**config.mk**
```make
export PLATFORM = sky130hd
export DESIGN_NAME = score_serve_ctrl_flat
export DESIGN_NICKNAME = d
export VERILOG_FILES = /design/src/rtl/score_serve_ctrl_pkg.sv /design/src/rtl/score_serve_ctrl_if.sv /design/src/rtl/score_serve_ctrl_lfsr.sv /design/src/rtl/score_serve_ctrl.sv /design/src/flat_wrapper.sv
export SDC_FILE = /design/constraint.sdc
export NUM_CORES = 1
export LEC_CHECK = 0
export CAP_MARGIN = 20
export CORE_ASPECT_RATIO = 0.9
export CORE_UTILIZATION = 44
export CTS_CLUSTER_DIAMETER = 200
export DETAILED_ROUTE_END_ITERATION = 10
export HOLD_SLACK_MARGIN = 0.12
export PLACE_DENSITY = 0.81
export SETUP_SLACK_MARGIN = 0.02
export SYNTH_ARGS = -nofsm -noshare
export SYNTH_HDL_FRONTEND = slang
export SYNTH_SLANG_ARGS = --single-unit
export TNS_END_PERCENT = 10
```
**constraint.sdc**
```tcl
create_clock -name clk -period 6.12 [get_ports clk]
set_input_delay 1.53 -clock clk [delete_from_list [all_inputs] [get_ports clk]]
set_output_delay 1.53 -clock clk [all_outputs]
set_load 0.01 [all_outputs]
```
**src/rtl/score_serve_ctrl_pkg.sv**
```systemverilog
// Shared types and constants for the score/serve game-flow controller.
//   state_t        game-flow states
//   X_MAX_DEFAULT  right goal column for a 64-wide field
//   ANGLE_W        width of the serve angle index
//   LFSR_W/TAPS    serve LFSR width and Galois toggle mask (x^8+x^6+x^5+x^4+1)
//   fix_angle      maps angle 0 to 1 so a serve never launches flat
package score_serve_ctrl_pkg;

    typedef enum logic [2:0] {
        ST_IDLE,
        ST_WAIT,
        ST_SERVE,
        ST_PLAY,
        ST_POINT,
        ST_OVER
    } state_t;

    localparam int X_MAX_DEFAULT = 63;
    localparam int ANGLE_W       = 3;
    localparam int LFSR_W        = 8;
    localparam logic [LFSR_W-1:0] LFSR_TAPS = 8'hB8;

    function automatic logic [ANGLE_W-1:0] fix_angle(input logic [ANGLE_W-1:0] a);
        return (a == '0) ? ANGLE_W'(1) : a;
    endfunction

endpackage

```
**src/rtl/score_serve_ctrl_if.sv**
```systemverilog
// Link between the ball mover and the game-flow controller.
//   master : ball mover side  - drives frame_tick, bx, by, paddle_collision
//   slave  : controller side  - drives serve, serve_dir_x, serve_angle, ball_enable
interface score_serve_ctrl_if
    import score_serve_ctrl_pkg::*;
#(
    parameter int COORD_W = 6
);
    logic               frame_tick;
    logic [COORD_W-1:0] bx;
    logic [COORD_W-1:0] by;
    logic               paddle_collision;
    logic               serve;
    logic               serve_dir_x;
    logic [ANGLE_W-1:0] serve_angle;
    logic               ball_enable;

    modport master (
        output frame_tick, bx, by, paddle_collision,
        input  serve, serve_dir_x, serve_angle, ball_enable
    );

    modport slave (
        input  frame_tick, bx, by, paddle_collision,
        output serve, serve_dir_x, serve_angle, ball_enable
    );
endinterface

```
**src/rtl/score_serve_ctrl_lfsr.sv**
```systemverilog
// 8-bit Galois LFSR used to randomise serve direction and angle.
//   clk, reset : clock, synchronous active-high reset (loads SEED)
//   enable     : advance one step per clock when high
//   q          : current LFSR state
module serve_lfsr
    import score_serve_ctrl_pkg::*;
#(
    parameter logic [LFSR_W-1:0] SEED = 8'hA5
) (
    input  logic              clk,
    input  logic              reset,
    input  logic              enable,
    output logic [LFSR_W-1:0] q
);
    always_ff @(posedge clk) begin
        if (reset) begin
            q <= SEED;
        end else if (enable) begin
            q <= {1'b0, q[LFSR_W-1:1]} ^ (q[0] ? LFSR_TAPS : '0);
        end
    end
endmodule

```
**src/rtl/score_serve_ctrl.sv**
```systemverilog
// Game-flow controller: detects goals from ball position, keeps both scores,
// sequences idle/wait/serve/play/point/over and issues the serve pulse.
//   clk, reset      : clock, synchronous active-high reset
//   start           : debounced start button (level)
//   ball            : link to the ball mover (slave side)
//   sc1, sc2        : player 1 (left) / player 2 (right) scores
//   game_over       : high while the game is over
//   winner          : 0 = player 1, 1 = player 2; valid with game_over
module score_serve_ctrl
    import score_serve_ctrl_pkg::*;
#(
    parameter int                COORD_W     = 6,
    parameter int                X_MAX       = X_MAX_DEFAULT,
    parameter int                SCORE_W     = 4,
    parameter int                WIN_SCORE   = 7,
    parameter int                SERVE_DELAY = 60,
    parameter logic [LFSR_W-1:0] LFSR_SEED   = 8'hA5
) (
    input  logic               clk,
    input  logic               reset,
    input  logic               start,
    score_serve_ctrl_if.slave  ball,
    output logic [SCORE_W-1:0] sc1,
    output logic [SCORE_W-1:0] sc2,
    output logic               game_over,
    output logic               winner
);
    localparam int                 CNT_W   = $clog2(SERVE_DELAY + 1);
    localparam logic [CNT_W-1:0]   DELAY_C = CNT_W'(SERVE_DELAY);
    localparam logic [COORD_W-1:0] X_MAX_C = COORD_W'(X_MAX);
    localparam logic [SCORE_W-1:0] WIN_C   = SCORE_W'(WIN_SCORE);

    state_t             state;
    logic [CNT_W-1:0]   cnt;
    logic               scorer;      // 0 = player 1 scored, 1 = player 2 scored
    logic               serve_q;
    logic               dir_q;
    logic [ANGLE_W-1:0] angle_q;
    logic               en_q;
    logic [LFSR_W-1:0]  lfsr_q;
    logic               left_goal;
    logic               right_goal;
    logic [SCORE_W-1:0] sc1_next;
    logic [SCORE_W-1:0] sc2_next;
    logic               unused_bits;

    serve_lfsr #(.SEED(LFSR_SEED)) u_lfsr (
        .clk    (clk),
        .reset  (reset),
        .enable (1'b1),
        .q      (lfsr_q)
    );

    // Anything at or beyond X_MAX counts as the right goal; a paddle hit
    // on a goal column is always a save.
    always_comb begin
        left_goal  = ball.frame_tick && !ball.paddle_collision && (ball.bx == '0);
        right_goal = ball.frame_tick && !ball.paddle_collision && (ball.bx >= X_MAX_C);
        sc1_next   = (sc1 >= WIN_C) ? WIN_C : sc1 + 1'b1;
        sc2_next   = (sc2 >= WIN_C) ? WIN_C : sc2 + 1'b1;
    end

    always_ff @(posedge clk) begin
        if (reset) begin
            state     <= ST_IDLE;
            cnt       <= '0;
            scorer    <= 1'b0;
            serve_q   <= 1'b0;
            dir_q     <= 1'b0;
            angle_q   <= ANGLE_W'(1);
            en_q      <= 1'b0;
            sc1       <= '0;
            sc2       <= '0;
            game_over <= 1'b0;
            winner    <= 1'b0;
        end else begin
            serve_q <= 1'b0;
            case (state)
                ST_IDLE: begin
                    if (start) begin
                        state <= ST_WAIT;
                        cnt   <= DELAY_C;
                        dir_q <= lfsr_q[0];
                    end
                end
                ST_WAIT: begin
                    // Counter stops at 1 and waits there for the final tick.
                    if (ball.frame_tick) begin
                        if (cnt == CNT_W'(1)) begin
                            state   <= ST_SERVE;
                            serve_q <= 1'b1;
                            angle_q <= fix_angle(lfsr_q[ANGLE_W-1:0] ^ ball.by[ANGLE_W-1:0]);
                        end else begin
                            cnt <= cnt - 1'b1;
                        end
                    end
                end
                ST_SERVE: begin
                    state <= ST_PLAY;
                    en_q  <= 1'b1;
                end
                ST_PLAY: begin
                    if (left_goal || right_goal) begin
                        state  <= ST_POINT;
                        en_q   <= 1'b0;
                        scorer <= left_goal;
                    end
                end
                ST_POINT: begin
                    if (scorer) begin
                        sc2   <= sc2_next;
                        dir_q <= 1'b0;
                        if (sc2_next == WIN_C) begin
                            state     <= ST_OVER;
                            game_over <= 1'b1;
                            winner    <= 1'b1;
                        end else begin
                            state <= ST_WAIT;
                            cnt   <= DELAY_C;
                        end
                    end else begin
                        sc1   <= sc1_next;
                        dir_q <= 1'b1;
                        if (sc1_next == WIN_C) begin
                            state     <= ST_OVER;
                            game_over <= 1'b1;
                            winner    <= 1'b0;
                        end else begin
                            state <= ST_WAIT;
                            cnt   <= DELAY_C;
                        end
                    end
                end
                ST_OVER: begin
                    if (start) begin
                        sc1       <= '0;
                        sc2       <= '0;
                        game_over <= 1'b0;
                        state     <= ST_WAIT;
                        cnt       <= DELAY_C;
                    end
                end
                default: state <= ST_IDLE;
            endcase
        end
    end

    assign ball.serve       = serve_q;
    assign ball.serve_dir_x = dir_q;
    assign ball.serve_angle = angle_q;
    assign ball.ball_enable = en_q;

    assign unused_bits = ^{ball.by[COORD_W-1:ANGLE_W], lfsr_q[LFSR_W-1:ANGLE_W]};

endmodule

```
**src/flat_wrapper.sv**
```systemverilog
// flat-port wrapper written by rule: the top's interface ports become plain ports
module score_serve_ctrl_flat import score_serve_ctrl_pkg::*;
#(
    parameter int                COORD_W     = 6,
    parameter int                X_MAX       = X_MAX_DEFAULT,
    parameter int                SCORE_W     = 4,
    parameter int                WIN_SCORE   = 7,
    parameter int                SERVE_DELAY = 60,
    parameter logic [LFSR_W-1:0] LFSR_SEED   = 8'hA5
)
  (clk, reset, start, sc1, sc2, game_over, winner, ball_frame_tick, ball_bx, ball_by, ball_paddle_collision, ball_serve, ball_serve_dir_x, ball_serve_angle, ball_ball_enable);
  score_serve_ctrl_if #(.COORD_W(COORD_W)) ball_i ();
  input  logic clk;
  input  logic reset;
  input  logic start;
  output logic [SCORE_W-1:0] sc1;
  output logic [SCORE_W-1:0] sc2;
  output logic game_over;
  output logic winner;
  input wire logic [$bits(ball_i.frame_tick)-1:0] ball_frame_tick;
  input wire logic [$bits(ball_i.bx)-1:0] ball_bx;
  input wire logic [$bits(ball_i.by)-1:0] ball_by;
  input wire logic [$bits(ball_i.paddle_collision)-1:0] ball_paddle_collision;
  output wire logic [$bits(ball_i.serve)-1:0] ball_serve;
  output wire logic [$bits(ball_i.serve_dir_x)-1:0] ball_serve_dir_x;
  output wire logic [$bits(ball_i.serve_angle)-1:0] ball_serve_angle;
  output wire logic [$bits(ball_i.ball_enable)-1:0] ball_ball_enable;
  assign ball_i.frame_tick = ball_frame_tick;
  assign ball_i.bx = ball_bx;
  assign ball_i.by = ball_by;
  assign ball_i.paddle_collision = ball_paddle_collision;
  assign ball_serve = ball_i.serve;
  assign ball_serve_dir_x = ball_i.serve_dir_x;
  assign ball_serve_angle = ball_i.serve_angle;
  assign ball_ball_enable = ball_i.ball_enable;
  score_serve_ctrl #(.COORD_W(COORD_W), .X_MAX(X_MAX), .SCORE_W(SCORE_W), .WIN_SCORE(WIN_SCORE), .SERVE_DELAY(SERVE_DELAY), .LFSR_SEED(LFSR_SEED)) u_core (.clk(clk), .reset(reset), .start(start), .ball(ball_i), .sc1(sc1), .sc2(sc2), .game_over(game_over), .winner(winner));
endmodule
```
[Word level (Yosys, flattened, before mapping)]
Index checks and enable logic that the tools add are counted.
Storage, ports and cells
  memories: 0
  word-level logic and storage cells: 106
  output and inout bits: 16
  latch bits: 0
  RAM bits: 0
  register bits after elaboration: 34
  bits in read-only memories: 0
Operators by class
  eq/ne operators: 22
  bitwise operators: 4
  order comparisons: 3
  $add $sub $neg: 3
  reduce and logical (&&, ||, !) cells: 25
  shift-type cells: 0
  multipliers: 0
  divide/modulo/power cells: 0
  multiplexer cells: 37
Operators with widths (count)
  $mux 6: 6
  $mux 3: 8
  $mux 4: 5
  $pmux 6 s3: 1
  $pmux 4 s2: 2
  $pmux 3 s5: 1
  $ne 2x2->1 const B: 6
  $reduce_and 3->1: 4
  $mux 1: 10
  $add 4x1->4 const B: 2
  $eq 4x3->1 const B: 2
  $ge 4x3->1 const B: 2
  $mux 8: 1
  $ne 2x1->1 const B: 4
  $reduce_and 4->1: 2
  $reduce_bool 2->1: 4
  $xor 7x8->8: 1
  $eq 3x2->1 const B: 2
  $eq 3x3->1 const B: 2
  $eq 6x1->1 const B: 1
  $ge 6x6->1 const B: 1
  $logic_not 3->1: 2
  $logic_not 6->1: 1
  $ne 3x3->1 const B: 2
  other kinds (15): 22

[Longest topological paths before layout]
Gate-level depths: netlist of run 1.
  word-level depth: 6
  gate-level depth with buffers: 9
  depth with buffers taken out: 8

[Cells and area by module]
A second synthesis of run 1 with hierarchy kept.
Second synthesis, totals
  cells, all modules: 210
  area total of the unflattened synthesis: 1770.4 sq um
Modules (own cells, without submodules)
  score_serve_ctrl: sequential area each 520.5 sq um, area an instance 1465.2 sq um, cells each 180, times used 1
  serve_lfsr: sequential area each 160.2 sq um, area an instance 305.3 sq um, cells each 30, times used 1

[Worst setup path before layout of run 1]
Ideal clock, no wire load.
  path kind: input to register
  start: input ball_bx[0]
  end: register u_core.state[2]
  data arrival time: 2.615 ns
  buffers on the path: 0
  data required time: 6.025 ns
  path slack: 3.409 ns
  stages: 6
  cell sequence: nor4_1 -> o2bb2ai_1 -> nand2_1 -> a31oi_2 -> o21ai_1 -> a221oi_1
On the way
  word-level cells in the longest chain between the ends: 5
  elaborated cells on any way between the ends: 7
  classes of those cells: 1 x order compare; 1 x eq/ne; 5 x reduce/logical
RTL lines
  start, declared: line flat_wrapper.sv:21  | input wire logic [$bits(ball_i.bx)-1:0] ball_bx;
  $ge 6x6->1 / $logic_not 6->1 (equally long branches): line score_serve_ctrl.sv:58, score_serve_ctrl.sv:57
  $logic_and 1x1->1 (on tied branches): line score_serve_ctrl.sv:58, score_serve_ctrl.sv:57
  $logic_or 1x1->1 (*): line score_serve_ctrl.sv:103  | if (left_goal || right_goal) begin
  $ne 2x1->1 (no line) (*)
  $reduce_and 4->1 (no line) (*)
  end signal, assigned: line score_serve_ctrl.sv:65  | state <= ST_IDLE;
  end signal, assigned: line score_serve_ctrl.sv:104  | state <= ST_POINT;
  end signal, assigned: line score_serve_ctrl.sv:114  | state <= ST_OVER;
  end, declared: line score_serve_ctrl.sv:33  | state_t state;
Every way passes the cells marked *; elsewhere a longest branch is shown, timed or not.
A chain may end at the register's enable or synchronous reset.

[Final worst setup path of run 1]
Same ends and word-level chain as after synthesis.

==> results of run 1 <==
sequential cells by signal (all words and copies together), names as in the netlist:
| name | count |
|---|---|
| u_core.ball.serve_dir_x | 1 |
| u_core.u_lfsr.q | 8 |
| u_core.scorer | 1 |
| u_core.winner | 1 |
| u_core.state | 3 |
| u_core.game_over | 1 |
| u_core.cnt | 6 |
| u_core.sc2 | 4 |
| u_core.ball.serve_angle | 3 |
| u_core.ball.ball_enable | 1 |
| u_core.ball.serve | 1 |
| u_core.sc1 | 4 |
routing by layer:
layer,vias up,wire (um),global-route usage
met4,0,56,0.0638
met5,-,0,0
met3,8,215,0.0725
li1,731,-,-
met2,36,1530,0.305
met1,640,1600,0.252
final timing paths:
kind | end | start | cells after the start
worst max-delay path | u_core.state[2]$_SDFFE_PP0P_ | ball_bx[0] | 7
worst min-delay path | u_core.u_lfsr.q[2]$_SDFF_PP1_ | u_core.u_lfsr.q[3]$_SDFF_PP0_ | 1
worst max register to register | u_core.cnt[4]$_SDFFE_PP0P_ | u_core.sc2[0]$_SDFFE_PP0P_ | 7
worst min register to register | u_core.u_lfsr.q[2]$_SDFF_PP1_ | u_core.u_lfsr.q[3]$_SDFF_PP0_ | 1
through the flow:
| stage | instances | power, mW |
|---|---|---|
| 5_1_grt | 263 | 0.778 |
| 2_1_floorplan | 192 | 0.506 |
| 6_report | 263 | 0.726 |
| 3_3_place_gp | 255 | 0.544 |
| 3_5_place_dp | 255 | 0.552 |
| 4_1_cts | 263 | 0.726 |
report_power, final:
group	internal [mW]	leakage (nW)	total (mW)	switching (mW)
Sequential	0.259	0.279	0.311	0.0521
Clock	0.0906	0.0482	0.169	0.0783
Combinational	0.116	0.418	0.246	0.129
Total	0.466	0.745	0.726	0.260
critical path, stage by stage:
cell             delay (ps)
clkdlybuf4s50_1         420
nor4_1                  390
o2bb2ai_1               180
nand2_1                 130
a31oi_2                 250
o21ai_1                 130
a221oi_1                250
cells in the mapped netlist (all sizes together), types with 2 or more instances:
library cell,n,share of area
a21oi,19,0.058
nand4,3,0.011
nor4,4,0.023
ha,4,0.031
nand4b,2,0.011
nor2,19,0.044
a311oi,4,0.021
xor2,2,0.011
or3,2,0.0076
or2,7,0.027
buf,5,0.023
nand3b,2,0.0092
and3,2,0.0076
clkbuf,6,0.014
nand2b,3,0.011
o21ai,11,0.034
a22oi,2,0.0092
maj3,2,0.012
nand3,2,0.0061
nor3,6,0.018
mux2i,5,0.031
nor2b,6,0.023
nand2,17,0.039
dfxtp,34,0.42
inv,7,0.016
xnor2,4,0.021
area by class of cell:
cell class	count	area, um2
flip-flops and latches	34	681
clock buffers	7	86.3
repair buffers	30	298
well taps	44	55.1
multi-input cells	140	870
clock inverters	1	5.00
fillers	312	1430
inverters	7	26.3
logic make-up (layout without fill, tap and decap cells):
group	Yosys count	after routing
adders and majority gates	6	6
muxes	6	6
DFF	34	34
and+or+nand+nor	79	79
AOI/OAI and AO/OA	43	43
buffers and inverters	18	45
xor gates and xnor gates	6	6
==> reports/qor.csv, run 1 <==
stage;metric;value;unit
synth;synth_compound_area_frac;0.161;
detailed_routing;ant_nets;0;
grt;grt_max_degree;36;
worst_setup_path;crit_type;in2reg;
synth;synth_ff_type;dfxtp_1;
timing;fmax;0.323;GHz
cts;cts_post_setup_buffers_inserted;0;
timing;slew_violations;0;
detailed_routing;drt_iter0_drc;81;
power_and_ir_drop;ir_worst_vdd;223;uV
floorplanning;row_count;20;
synth;synth_mux_area_frac;0.0375;
synth;synth_simple_gate_area_frac;0.258;
grt;grt_pass1_wl;5730;um
final_layout;antennaDiodeCount;0;
worst_setup_path;cp-end-kind;flip-flop;
final_layout;final_common_cell;dfxtp_1;
detailed_routing;vias;1415;
timing;maxSlewHeadroom;0.638;
timing;finalCritPeriodShare;0.506;
run;drv_cap;0;
run_status;status;complete, no violations;
cts;htree_levels;2;
synth;yosysWarnings;0;
floorplanning;die_y;59.9;um
detailed_routing;vias_per_cell;5.38;
synth;yosys.area_share.xor_xnor;0.0321;
timing;setup_viol;0;
final_layout;layout_common_cells;dfxtp_1 (34), clkdlybuf4s50_1 (29), nor2_1 (19), a21oi_1 (19), nand2_1 (17);
synth;ys_async_sr_fraction;0;
placement;pre_cts_ws;2750;ps
cts;cts_made_buffers;5;
final_layout;drive_gt1_frac;0.0913;
cts;cts_resized;0;
detailed_routing;routed_wirelength;3410;um
detailed_routing;wl_per_cell;13.0;um
placement;dpl.hpwl;2310;um
timing;layout_setup_ws;3020;ps
timing;worstMarginPinSlew;537;ps
synth;synth_area_per_cell;8.52;um2
worst_setup_path;rrSetupSlack;3660;ps
detailed_routing;drc_errors;0;
floorplanning;initial_utilization;0.474;
power_and_ir_drop;power_density;359;nW/um2
worst_setup_path;start_kind;input port;
synth;synth_top_family_by_area;simple AND/OR/NAND/NOR gates;
cts;clk_pin_slew;60;ps
cts;clockRootBuffer;clkbuf_8;
worst_setup_path;worst_ep_arrival_time;3290;ps
cts;clock_sinks;34;
final_layout;design_area;2020;um2
grt;antenna_found_initial;0;
floorplanning;die_w;66.3;um
cts;cts_tree;built;
synth;synth_edf_count;0;
floorplanning;ios;33;
timing;period_needed;3100;ps
floorplanning;core;3450;um2
hold_path;hold_class;reg2reg;
timing;skew;11.9;ps
synth;synth_nets;213;
synth;synth_adder_area_share;0.0428;
grt;track_usage;0.196;
final_layout;fin_util;0.585;
synth;synth_area;1640;um2
floorplanning;die-area;3970;um2
synth;ys_seq_area_frac;0.416;
final_layout;final_nets;239;
synth;syn_inst;192;
grt;first_global_vias;1278;
timing;whs;421;ps
grt;grt.overflow.total;0;
placement;gp_congestion;0.798;
power_and_ir_drop;power.leakage;0.745;nW
detailed_routing;drt_pre_antenna_iters;4;
placement;port_buffers;29;
timing;hold_violations;0;
cts;cts.path.max_buffers;2;
synth;ys_types;41;
placement;placed_area;1930;um2
timing;setup_tns;0;ps
cts;clk_latency;290;ps
cts;cts_hold_buf;0;
worst_setup_path;critical_path.max_fanout;5;
worst_setup_path;required;6310;ps
final_layout;area_delta_synth_final;23.5;%
timing;rsz0062_at_grt;no;
synth;yosys_register_bits;34;
(Power assumes the default switching activity.)
==> run 2: changes to the inputs <==
--- a/config.mk
+++ b/config.mk
@@ -11,7 +11,7 @@
 export CTS_CLUSTER_DIAMETER = 200
 export DETAILED_ROUTE_END_ITERATION = 10
 export HOLD_SLACK_MARGIN = 0.12
-export PLACE_DENSITY = 0.81
+export PLACE_DENSITY = 0.84
 export SETUP_SLACK_MARGIN = 0.02
 export SYNTH_ARGS = -nofsm -noshare
 export SYNTH_HDL_FRONTEND = slang
==> constraint.sdc (replaced) <==
create_clock -name clk -period 2.63 [get_ports clk]
set_input_delay 0.6575 -clock clk [delete_from_list [all_inputs] [get_ports clk]]
set_output_delay 0.6575 -clock clk [all_outputs]
set_load 0.01 [all_outputs]
==> run 2 against run 1 <==
Clock power rose to 2.8 times the previous value. Cell count is 0.76% higher. Total power is 140% higher. Critical endpoint is now u_core.cnt[2]$_SDFFE_PP0P_. Highest routed layer unchanged.
==> reports/qor.csv, run 2 (synthesized netlist as in run 1, its figures left out) <==
stage;metric;value;unit;change
grt;first_global_vias;1325;;+3.7%
floorplanning;die-area;3970;um2;unchanged
worst_setup_path;slowest_delay;410;ps;about the same
placement;pre_cts_ws;134;ps;-2610 ps
cts;cts.path.max_buffers;2;;unchanged
timing;setup_viol;0;;unchanged
grt;grt_max_degree;36;;unchanged
cts;clk_latency;280;ps;about the same
worst_setup_path;worst-path-buf-inv;0;;-1
cts;cts_made_buffers;5;;unchanged
detailed_routing;ant_nets;0;;unchanged
cts;cts_tree;built;;
cts;clock_sinks;34;;unchanged
floorplanning;die_w;66.3;um;unchanged
timing;skew;2.20;ps;-9.74 ps
cts;clk_pin_slew;70;ps;about the same
placement;gp_congestion;0.833;;+4.4%
worst_setup_path;crit_type;reg2reg;;
detailed_routing;drt_pre_antenna_iters;4;;unchanged
run_status;status;complete, no violations;;
worst_setup_path;worst_ep_arrival_time;2470;ps;-820 ps
floorplanning;ios;33;;unchanged
timing;maxSlewHeadroom;0.632;;-0.00616
floorplanning;row_count;20;;unchanged
worst_setup_path;cp-end-kind;flip-flop;;
worst_setup_path;start_kind;flip-flop;;
detailed_routing;wl_per_cell;13.0;um;+0.41%
power_and_ir_drop;sequentialPowerShare;0.411;;-0.018
placement;port_buffers;29;;unchanged
power_and_ir_drop;p_sw;0.604;mW;+130%
detailed_routing;drc_errors;0;;unchanged
final_layout;largest_reg_flops;8;;unchanged
timing;hold_violations;0;;unchanged
power_and_ir_drop;p_int;1.15;mW;+150%
grt;track_usage;0.194;;-0.00235
cts;cts_post_setup_buffers_inserted;0;;unchanged
detailed_routing;vias;1431;;+1.1%
final_layout;drive_gt1_frac;0.104;;+0.0127
grt;antenna_found_initial;0;;unchanged
worst_setup_path;cp_slowest_cell;dfxtp_1;;
floorplanning;die_y;59.9;um;unchanged
worst_setup_path;required;2830;ps;-3480 ps
final_layout;regMostFlops;u_core.u_lfsr.q;;
timing;worstMarginPinSlew;547;ps;+10.4 ps
power_and_ir_drop;clockPowerShare;0.266;;+0.033
cts;cts_hold_buf;0;;unchanged
run;drv_cap;0;;unchanged
power_and_ir_drop;power.leakage;0.763;nW;+2.5%
power_and_ir_drop;power_density;855;nW/um2;+140%
final_layout;layout_common_cells;dfxtp_1 (34), clkdlybuf4s50_1 (29), nor2_1 (19), a21oi_1 (19), nand2_1 (17);;
timing;setup_tns;0;ps;unchanged
final_layout;area_delta_synth_final;25.5;%;
power_and_ir_drop;combPwrFrac;0.324;;-0.014
cts;htree_levels;2;;unchanged
floorplanning;core;3450;um2;unchanged
final_layout;antennaDiodeCount;0;;unchanged
timing;slew_violations;0;;unchanged
detailed_routing;drt_iter0_drc;58;;-28%
timing;layout_setup_ws;361;ps;-2660 ps
hold_path;hold_class;reg2reg;;
power_and_ir_drop;swShare;0.344;;-0.0137
placement;dpl.hpwl;2400;um;+3.8%
worst_setup_path;cp_top_family;adder cells;;
detailed_routing;routed_wirelength;3450;um;+1.2%
timing;finalCritPeriodShare;0.863;;
cts;cts_resized;0;;unchanged
grt;grt.overflow.total;0;;unchanged
detailed_routing;vias_per_cell;5.40;;+0.37%
grt;grt_pass1_wl;5760;um;+0.59%
timing;fmax;0.441;GHz;
timing;period_needed;2270;ps;
final_layout;final_common_cell;dfxtp_1;;
worst_setup_path;worstPathCellList;ha_1, nor2b_1, maj3_1, o21ai_1, and3_1, a21oi_1, a311oi_1;;
final_layout;final_nets;241;;+0.84%
cts;clockRootBuffer;clkbuf_8;;
timing;rsz0062_at_grt;no;;
worst_setup_path;critical_path.max_fanout;7;;+2
power_and_ir_drop;ir_worst_vdd;454;uV;+100%
final_layout;reg.largest.list;u_core.u_lfsr.q (8), u_core.cnt (6);;
floorplanning;initial_utilization;0.474;;unchanged
## run 2: area by class of cell
type / count / area [um2]
Clock buffer: 5 / 68.8
Clock inverter: 3 / 40.0
Fill cell: 303 / 1400
Inverter: 7 / 26.3
Multi-Input combinational cell: 140 / 870
Sequential cell: 34 / 681
Tap cell: 44 / 55.1
Timing Repair Buffer: 32 / 313
## run 2: final timing paths
kind / startpoint / to / slack [ps] / cells after the start
setup reg to reg: u_core.sc1[0]$_SDFFE_PP0P_ / u_core.cnt[2]$_SDFFE_PP0P_ / 360 / 7
setup / recovery: u_core.sc1[0]$_SDFFE_PP0P_ / u_core.cnt[2]$_SDFFE_PP0P_ / 360 / 7
hold / removal: u_core.u_lfsr.q[3]$_SDFF_PP0_ / u_core.u_lfsr.q[2]$_SDFF_PP1_ / 420 / 1
hold reg to reg: u_core.u_lfsr.q[3]$_SDFF_PP0_ / u_core.u_lfsr.q[2]$_SDFF_PP1_ / 420 / 1
## run 2: routing by layer
layer / vias to the layer above / global-route usage / share of wire
met3: 7 / 0.0439 / 0.052
met1: 663 / 0.251 / 0.49
met4: 0 / 0.0821 / 0.015
met2: 32 / 0.310 / 0.44
met5: - / 0 / 0
li1: 729 / - / -
## run 2: power by group through the flow
stage / sequential (mW) / combinational (mW) / clock (mW)
floorplan: 0.680 / 0.498 / 0
global route: 0.736 / 0.636 / 0.500
detailed placement: 0.728 / 0.563 / 0
finish: 0.721 / 0.568 / 0.466
CTS: 0.718 / 0.569 / 0.474
global placement: 0.725 / 0.544 / 0
## run 2: per-stage QoR
step	util	hold slack (ps)	std cells	area, um2	power, mW
finish	0.595	418	265	2050	1.76
global route	0.595	456	265	2050	1.87
CTS	0.595	423	265	2050	1.76
detailed placement	0.563	408	257	1940	1.29
global placement	0.563	393	257	1940	1.27
floorplan	-	389	192	1640	1.18
==> run 3: changes to the inputs <==
--- a/config.mk
+++ b/config.mk
@@ -10,6 +10,7 @@
 export CORE_UTILIZATION = 44
 export CTS_CLUSTER_DIAMETER = 200
 export DETAILED_ROUTE_END_ITERATION = 10
+export GPL_ROUTABILITY_DRIVEN = 1
 export HOLD_SLACK_MARGIN = 0.12
 export PLACE_DENSITY = 0.84
 export SETUP_SLACK_MARGIN = 0.02
==> results of run 3 <==
Final layout, timing and power as in run 2 (identical DEF).
